**src/rtl/joybus_poll_sched.sv**
```systemverilog
// JOYBUS host command sequencer: periodic N64/GC poll plus one-shot
// software commands, one byte per host transaction, then a response window.
module joybus_poll_sched #(
    parameter int POLL_PERIOD = 400000,
    parameter int RSP_TIMEOUT = 2400,
    parameter int TX_TIMEOUT  = 4095
) (
    input  logic       clk,
    input  logic       rst,
    input  logic       enable,
    input  logic       gc_mode,
    input  logic       rumble,
    input  logic       sw_req,
    input  logic [7:0] sw_cmd,
    output logic       sw_ack,
    output logic [7:0] host_cmd_data,
    output logic       host_cmd_rdy,
    input  logic       host_tx_done,
    input  logic       rsp_valid,
    output logic       busy,
    output logic       poll_ok,
    output logic       poll_timeout,
    output logic       poll_overrun
);

    localparam int PW   = (POLL_PERIOD > 1) ? $clog2(POLL_PERIOD) : 1;
    localparam int TMAX = (RSP_TIMEOUT > TX_TIMEOUT) ? RSP_TIMEOUT : TX_TIMEOUT;
    localparam int TW   = (TMAX > 1) ? $clog2(TMAX) : 1;

    localparam logic [PW-1:0] PER_LAST = PW'(POLL_PERIOD - 1);
    localparam logic [TW-1:0] RSP_LAST = TW'(RSP_TIMEOUT - 1);
    localparam logic [TW-1:0] TX_LAST  = TW'(TX_TIMEOUT - 1);

    typedef enum logic [2:0] {
        S_IDLE,
        S_LOAD,
        S_SEND,
        S_WAIT_TX,
        S_RSP_WAIT
    } state_t;

    state_t        state_q, state_d;
    logic [PW-1:0] per_q, per_d;
    logic          pend_q, pend_d;
    logic [TW-1:0] tmr_q, tmr_d;
    logic [1:0]    idx_q, idx_d;
    logic [1:0]    nbytes_q, nbytes_d;
    logic          sw_q, sw_d;
    logic [7:0]    sw_cmd_q, sw_cmd_d;
    logic          gc_q, gc_d;
    logic          rumble_q, rumble_d;
    logic [7:0]    data_q, data_d;

    logic [7:0]    cur_byte;
    logic [1:0]    idx_nxt;
    logic          wrap;

    // Byte idx of the sequence currently being sent.
    always_comb begin
        cur_byte = 8'h01;
        if (sw_q) begin
            cur_byte = sw_cmd_q;
        end else if (gc_q) begin
            case (idx_q)
                2'd0:    cur_byte = 8'h40;
                2'd1:    cur_byte = 8'h03;
                default: cur_byte = {7'b0, rumble_q};
            endcase
        end
    end

    always_comb begin
        state_d      = state_q;
        per_d        = per_q;
        pend_d       = pend_q;
        tmr_d        = tmr_q;
        idx_d        = idx_q;
        nbytes_d     = nbytes_q;
        sw_d         = sw_q;
        sw_cmd_d     = sw_cmd_q;
        gc_d         = gc_q;
        rumble_d     = rumble_q;
        data_d       = data_q;
        sw_ack       = 1'b0;
        poll_ok      = 1'b0;
        poll_timeout = 1'b0;
        poll_overrun = 1'b0;
        idx_nxt      = idx_q + 2'd1;

        wrap = enable && (per_q == PER_LAST);
        if (!enable || wrap) begin
            per_d = '0;
        end else begin
            per_d = per_q + 1'b1;
        end
        if (wrap) begin
            pend_d       = 1'b1;
            poll_overrun = pend_q;
        end

        unique case (state_q)
            S_IDLE: begin
                if (sw_req) begin
                    sw_ack   = 1'b1;
                    sw_d     = 1'b1;
                    sw_cmd_d = sw_cmd;
                    nbytes_d = 2'd1;
                    idx_d    = 2'd0;
                    state_d  = S_LOAD;
                end else if (pend_q) begin
                    // A wrap in this very cycle re-arms the flag.
                    pend_d   = wrap;
                    sw_d     = 1'b0;
                    gc_d     = gc_mode;
                    rumble_d = rumble;
                    nbytes_d = gc_mode ? 2'd3 : 2'd1;
                    idx_d    = 2'd0;
                    state_d  = S_LOAD;
                end
            end
            S_LOAD: begin
                data_d  = cur_byte;
                state_d = S_SEND;
            end
            S_SEND: begin
                tmr_d   = '0;
                state_d = S_WAIT_TX;
            end
            S_WAIT_TX: begin
                if (host_tx_done) begin
                    idx_d = idx_nxt;
                    if (idx_nxt < nbytes_q) begin
                        state_d = S_LOAD;
                    end else begin
                        tmr_d   = '0;
                        state_d = S_RSP_WAIT;
                    end
                end else if (tmr_q == TX_LAST) begin
                    poll_timeout = 1'b1;
                    state_d      = S_IDLE;
                end else begin
                    tmr_d = tmr_q + 1'b1;
                end
            end
            S_RSP_WAIT: begin
                if (rsp_valid) begin
                    poll_ok = 1'b1;
                    state_d = S_IDLE;
                end else if (tmr_q == RSP_LAST) begin
                    poll_timeout = 1'b1;
                    state_d      = S_IDLE;
                end else begin
                    tmr_d = tmr_q + 1'b1;
                end
            end
            default: state_d = S_IDLE;
        endcase

        if (rst) begin
            sw_ack       = 1'b0;
            poll_ok      = 1'b0;
            poll_timeout = 1'b0;
            poll_overrun = 1'b0;
        end
    end

    always_ff @(posedge clk) begin
        if (rst) begin
            state_q  <= S_IDLE;
            per_q    <= '0;
            pend_q   <= 1'b0;
            tmr_q    <= '0;
            idx_q    <= 2'd0;
            nbytes_q <= 2'd0;
            sw_q     <= 1'b0;
            sw_cmd_q <= 8'h00;
            gc_q     <= 1'b0;
            rumble_q <= 1'b0;
            data_q   <= 8'h00;
        end else begin
            state_q  <= state_d;
            per_q    <= per_d;
            pend_q   <= pend_d;
            tmr_q    <= tmr_d;
            idx_q    <= idx_d;
            nbytes_q <= nbytes_d;
            sw_q     <= sw_d;
            sw_cmd_q <= sw_cmd_d;
            gc_q     <= gc_d;
            rumble_q <= rumble_d;
            data_q   <= data_d;
        end
    end

    assign host_cmd_data = data_q;
    assign host_cmd_rdy  = (state_q == S_SEND);
    assign busy          = (state_q != S_IDLE);

endmodule

```
**config.mk**
```make
export PLATFORM = sky130hd
export DESIGN_NAME = joybus_poll_sched
export DESIGN_NICKNAME = d
export VERILOG_FILES = /design/src/rtl/joybus_poll_sched.sv
export SDC_FILE = /design/constraint.sdc
export NUM_CORES = 1
export LEC_CHECK = 0
export BUFFER_PORTS_ARGS = -buffer_cell sky130_fd_sc_hd__buf_2
export CAP_MARGIN = 10
export CORE_MARGIN = 2
export CORE_UTILIZATION = 42
export DETAILED_ROUTE_END_ITERATION = 16
export SYNTH_ARGS = -nofsm -noshare
export SYNTH_HDL_FRONTEND = slang
export SYNTH_SLANG_ARGS = --single-unit
```
**constraint.sdc**
```tcl
create_clock -name clk -period 4.3 [get_ports clk]
set_input_delay 1.29 -clock clk [delete_from_list [all_inputs] [get_ports clk]]
set_output_delay 1.29 -clock clk [all_outputs]
set_load 0.02 [all_outputs]
```
== Word level (Yosys, flattened, before mapping) ==
Index checks and enable logic that the tools add are counted.
Cells by class
  eq/ne operators: 16
  $add $sub $neg: 3
  bitwise gates (word level): 1
  multiply operators: 0
  mux-type cells: 44
  div/mod/pow operators: 0
  magnitude comparators: 1
  shift operators: 0
  reductions and logical operators: 16
Operators by type and width (count)
  two-way mux 12 bit: 5
  one-hot mux 12 bit (3 select lines): 1
  equality test 12 bit (second input constant): 2
  two-way mux 3 bit: 7
  adder 19 x 1 -> 19 bit (second input constant): 1
  equality test 19 bit (second input constant): 1
  two-way mux 1 bit: 19
  != test 3 bit (second input constant): 5
  one-hot mux 3 bit (5 select lines): 1
  one-hot mux 7 bit (2 select lines): 1
  adder 12 x 1 -> 12 bit (second input constant): 1
  two-way mux 2 bit: 6
  AND reduction 3 bit: 3
  two-way mux 8 bit: 1
  two-way mux 7 bit: 1
  equality test 3 x 2 -> 1 bit (second input constant): 2
  != test 2 bit (second input constant): 3
  nonzero test 3 bit: 2
  AND reduction 5 bit: 1
  one-hot mux 2 bit (2 select lines): 1
  AND reduction 2 bit: 2
  nonzero test 2 bit: 2
  equality test 3 x 1 -> 1 bit (second input constant): 1
  equality test 3 bit (second input constant): 1
  11 further kinds: 11
Storage, ports and cells
  memories kept: 0
  output and inout port bits: 14
  ROM bits: 0
  word-level logic and storage cells: 92
  bits in registers: 58
  RAM bits: 0
  bits of input ports: 16
  bits in latches: 0

== Longest topological paths before layout ==
  depth after elaboration: 6
  mapped depth: 9
  mapped depth without buffers: 8

== Worst setup path after synthesis ==
Ideal clock, no wire load.
  path type: input -> output
  from: in host_tx_done
  to: out poll_timeout
  arrival time: 2.470 ns
  path slack: 0.540 ns
  cell stages on the path: 3
  cells stage by stage: nand4bb_1 > or4_1 > a21oi_1
Between the ends
  longest elaborated chain between the ends: 3
Ends and longest elaborated chain
  start: declaration: line 18  | input logic host_tx_done,
  two-way mux 1 bit: line 130  | if (host_tx_done) begin
  one-hot mux 1 bit (2 select lines): line 101  | unique case (state_q)
  two-way mux 1 bit: line 159  | if (rst) begin
  end: declaration: line 22  | output logic poll_timeout,
No other way between the ends.

== Final worst setup path ==
Ends and elaborated chain as after synthesis.

==> summary.md <==
| Metric | Value |
|---|---|
| Least-Margin Pin Slew | slightly above 0.7 ns |
| Post-layout util | 49.2% |
| Fillers | 650 |
| HP Class | reg -> reg |
| Tcrit/Tclk final | around nine tenths |
| Post-synth ARST share | 0% |
| Worst R2R Setup Slack | 1.75 ns |
| Maximum vdd drop | roughly 0.26 mV |
| DRC violation count after routing | 0 |
| Worst R2R End | tmr_q[9] |
| Max FO, Critical Path | 4 |
| Max incr delay on CP | 0.62 ns |
| Final min period | approximately 4 ns |
| ANT cells | 0 |
| Final Skew | ~0.0072 ns |
| Synthesized area per cell | ~8 um2 |
| Pin count of the biggest net entering global routing | 25 |
| Final hold vios | 0 |
| Outcome | finished, final reports clean |
| Vias per cell | roughly 5.3 |
| Slowest cell on crit path | or4_1 |
| HPWL after DPL | 4.08 mm |
| Final wirelength | between 5 and 6 mm |
| Ys Warns | 0 |
| Most frequent cells in the layout | dfxtp_1 (58), nand2_1 (45), nor2_1 (39), a21oi_1 (35), buf_2 (29) |
| Root buffer selected by CTS | clkbuf_8 |
| Crit path cell chain | buf_2 -> nand4bb_1 -> or4_1 -> a21oi_1 -> buf_2 |
| Layout cell share with drive strength beyond 1 | between 10% and 20% |
| Pwr Density | 395 nW/um2 |
| Most used cell, CP | buf_2 |
| IO Count | 30 |
| Fin. max-slew vios | 0 |
| Cells on worst reg2reg path | 8 |
| #FFs+latches synth | 58 |
| Worst-Skew Late Latency | ~0.32 ns |
| Die Footprint | 7110 um2 |
| Dpl ws | 0.427 ns |
| F_max | ~0.26 GHz |
| Buffers & Inverters on Critical Path | 2 |
| # rows | 29 |
| Initial Util | 42.9% |
| Vias | between 2000 and 2500 |
| RSZ-0062 raised after global routing | false |
| Syn nets | 354 |
| Initial antenna violation count | 0 |
| Postcts setup bufs | 0 |
| Core Area | ~6300 um2 |
| Max Cap Viol | 0 |
| CP Data Arrival Time | between 2 and 3 ns |
| EDFF count, synth | 0 |
| Max clock buf depth | 2 |
| Clock-pin slew on the worst setup and hold paths | 0.06 ns |
| Hold_buf cts | 0 |
| Mapped Cells | between 300 and 400 |
| Worst setup SP type | input port |
| Post-route setup slack | 0.409 ns |
| Slew margin rel. | about half |
| Post-Syn Area | between 2000 and 3000 um2 |
| H-tree depth | 3 |
| Setup CP Type | in -> out |
| Total Nets Final | around 380 |
| CTS sink cnt | just under 60 |
| Main flop type after synthesis | dfxtp_1 |
| Port bufs | 29 |
| Seq/Total Area, Yosys | 42.8% |
| Hold path start | nbytes_q[0] |
| TritonCTS Buffers | 9 |
| DRT iter0 DRCs | between 60 and 70 |
| Resize count post-CTS | 0 |
| Wire length per cell | roughly 13 um |
| First-pass GRT wire length | roughly 10 mm |
| Worst r2r src | idx_q[0] |
| Final-report setup violation count | 0 |
| Overflow after GRT | 0 |
| Static Leak | around 1.1 nW |
| Die span in x | 84.3 um |
| GRT Total Usage | between 10% and 20% |
| Commonest non-fill, non-tap cell in the layout | dfxtp_1 |
| Pre-antenna DRT Iters | 4 |
| Antenna Violating Nets Remaining | 0 |
| Unique masters post-synth | 48 |
| Hold path depth | 2 |
| Hold Path Sink | nbytes_q[0] |
| Crit. End Element | output port |
| Area growth syn-to-layout | 14.5% |
| CP required | ~3.0 ns |
| Vias in the first global route | ~2300 |
| Crit path depth | 5 |
| Die Ht | 84.3 um |
| Top delay family on crit path | simple AND/OR/NAND/NOR gates |
| Setup_tns | 0 ns |
| Final GP Congestion | around 0.81 |
| CTS tree | yes |
## Yosys cell counts, drive strengths merged (3+ instances only)
library cell  instances  share of area [%]
nor2                 39                5.4
xor2                 10                3.2
nand2                45                6.2
nand4bb               3                1.2
and2                  4               0.97
dfxtp                58                 43
nor3                 14                3.0
nand2b                4               0.92
clkbuf                9                1.2
a221oi                3               0.97
buf                   5                1.7
nand4                 9                2.1
or4                   4                1.2
nand3b                3               0.83
a21oi                37                7.1
ha                    6                2.8
nor4                  3               0.69
o21ai                12                2.2
inv                  12                1.7
nand3                20                3.9
xnor2                 7                2.3
## report_power, final
part           internal (W)  switching [W]  total (W)
clock              0.000344       0.000200   0.000544
combinational     0.0000365      0.0000748   0.000111
sequential         0.000554      0.0000164   0.000571
total              0.000935       0.000291    0.00123
## worst register-to-register path, stage by stage (launching register included)
cell,delay (ns)
dfxtp_1,0.40
inv_1,0.08
ha_1,0.32
ha_1,0.27
a21boi_0,0.27
o32a_1,0.27
nand4_1,0.20
or4b_1,0.55
a21oi_1,0.15
## worst max-delay path by stage
stage | start | endpoint
final | host_tx_done | poll_timeout
after global routing | host_tx_done | poll_timeout
after CTS | host_tx_done | poll_timeout
after detailed placement | host_tx_done | poll_timeout
after global placement | host_tx_done | poll_timeout
after floorplan | host_tx_done | poll_timeout
## registers in the layout (all words and copies together), names as in the netlist
register and count:
per_q 19, rumble_q 1, state_q 3, host_cmd_data 8, sw_cmd_q 8, idx_q 2, gc_q 1, tmr_q 12
nbytes_q 2, sw_q 1, pend_q 1
## routing by layer
metal	vias up	wire length (um)	track usage, %
met5	-	0	0
met4	0	53	6.64
met3	4	202	5.80
met2	41	2570	26.3
met1	1090	2890	22.9
li1	1213	-	-
## area by class of cell
type                    count  area [um2]  share of cell area [%]
multi-input cells         248        1430                    45.9
flip-flops and latches     58        1160                    37.4
clock buffers              14         193                    6.21
repair buffers             30         153                    4.92
well taps                  77        96.3                    3.10
inverters                  12        45.0                    1.45
clock inverters             1        30.0                   0.967
## through the flow
stage	hold slack (ns)	cell area (um2)	std cells	total power, W
final	0.449	3100	440	0.00123
after global routing	0.466	3100	440	0.00128
after CTS	0.449	3100	440	0.00124
after detailed placement	0.438	2880	425	0.000694
after global placement	0.432	2880	425	0.000694
after floorplan	0.423	2710	332	0.000663
## logic make-up (layout without fill, tap and decap cells)
kind of cell / count (synthesis) / count (layout) / share of synthesized area (%)
mux: 1 / 1 / 0.369
simple gates: 165 / 165 / 31.5
fa+ha+maj: 6 / 6 / 2.77
xor+xnor: 17 / 17 / 5.49
compound gates: 59 / 59 / 12.5
buf+inv: 26 / 57 / 4.57
flops: 58 / 58 / 42.8
Power figures use the tool's default switching activity.
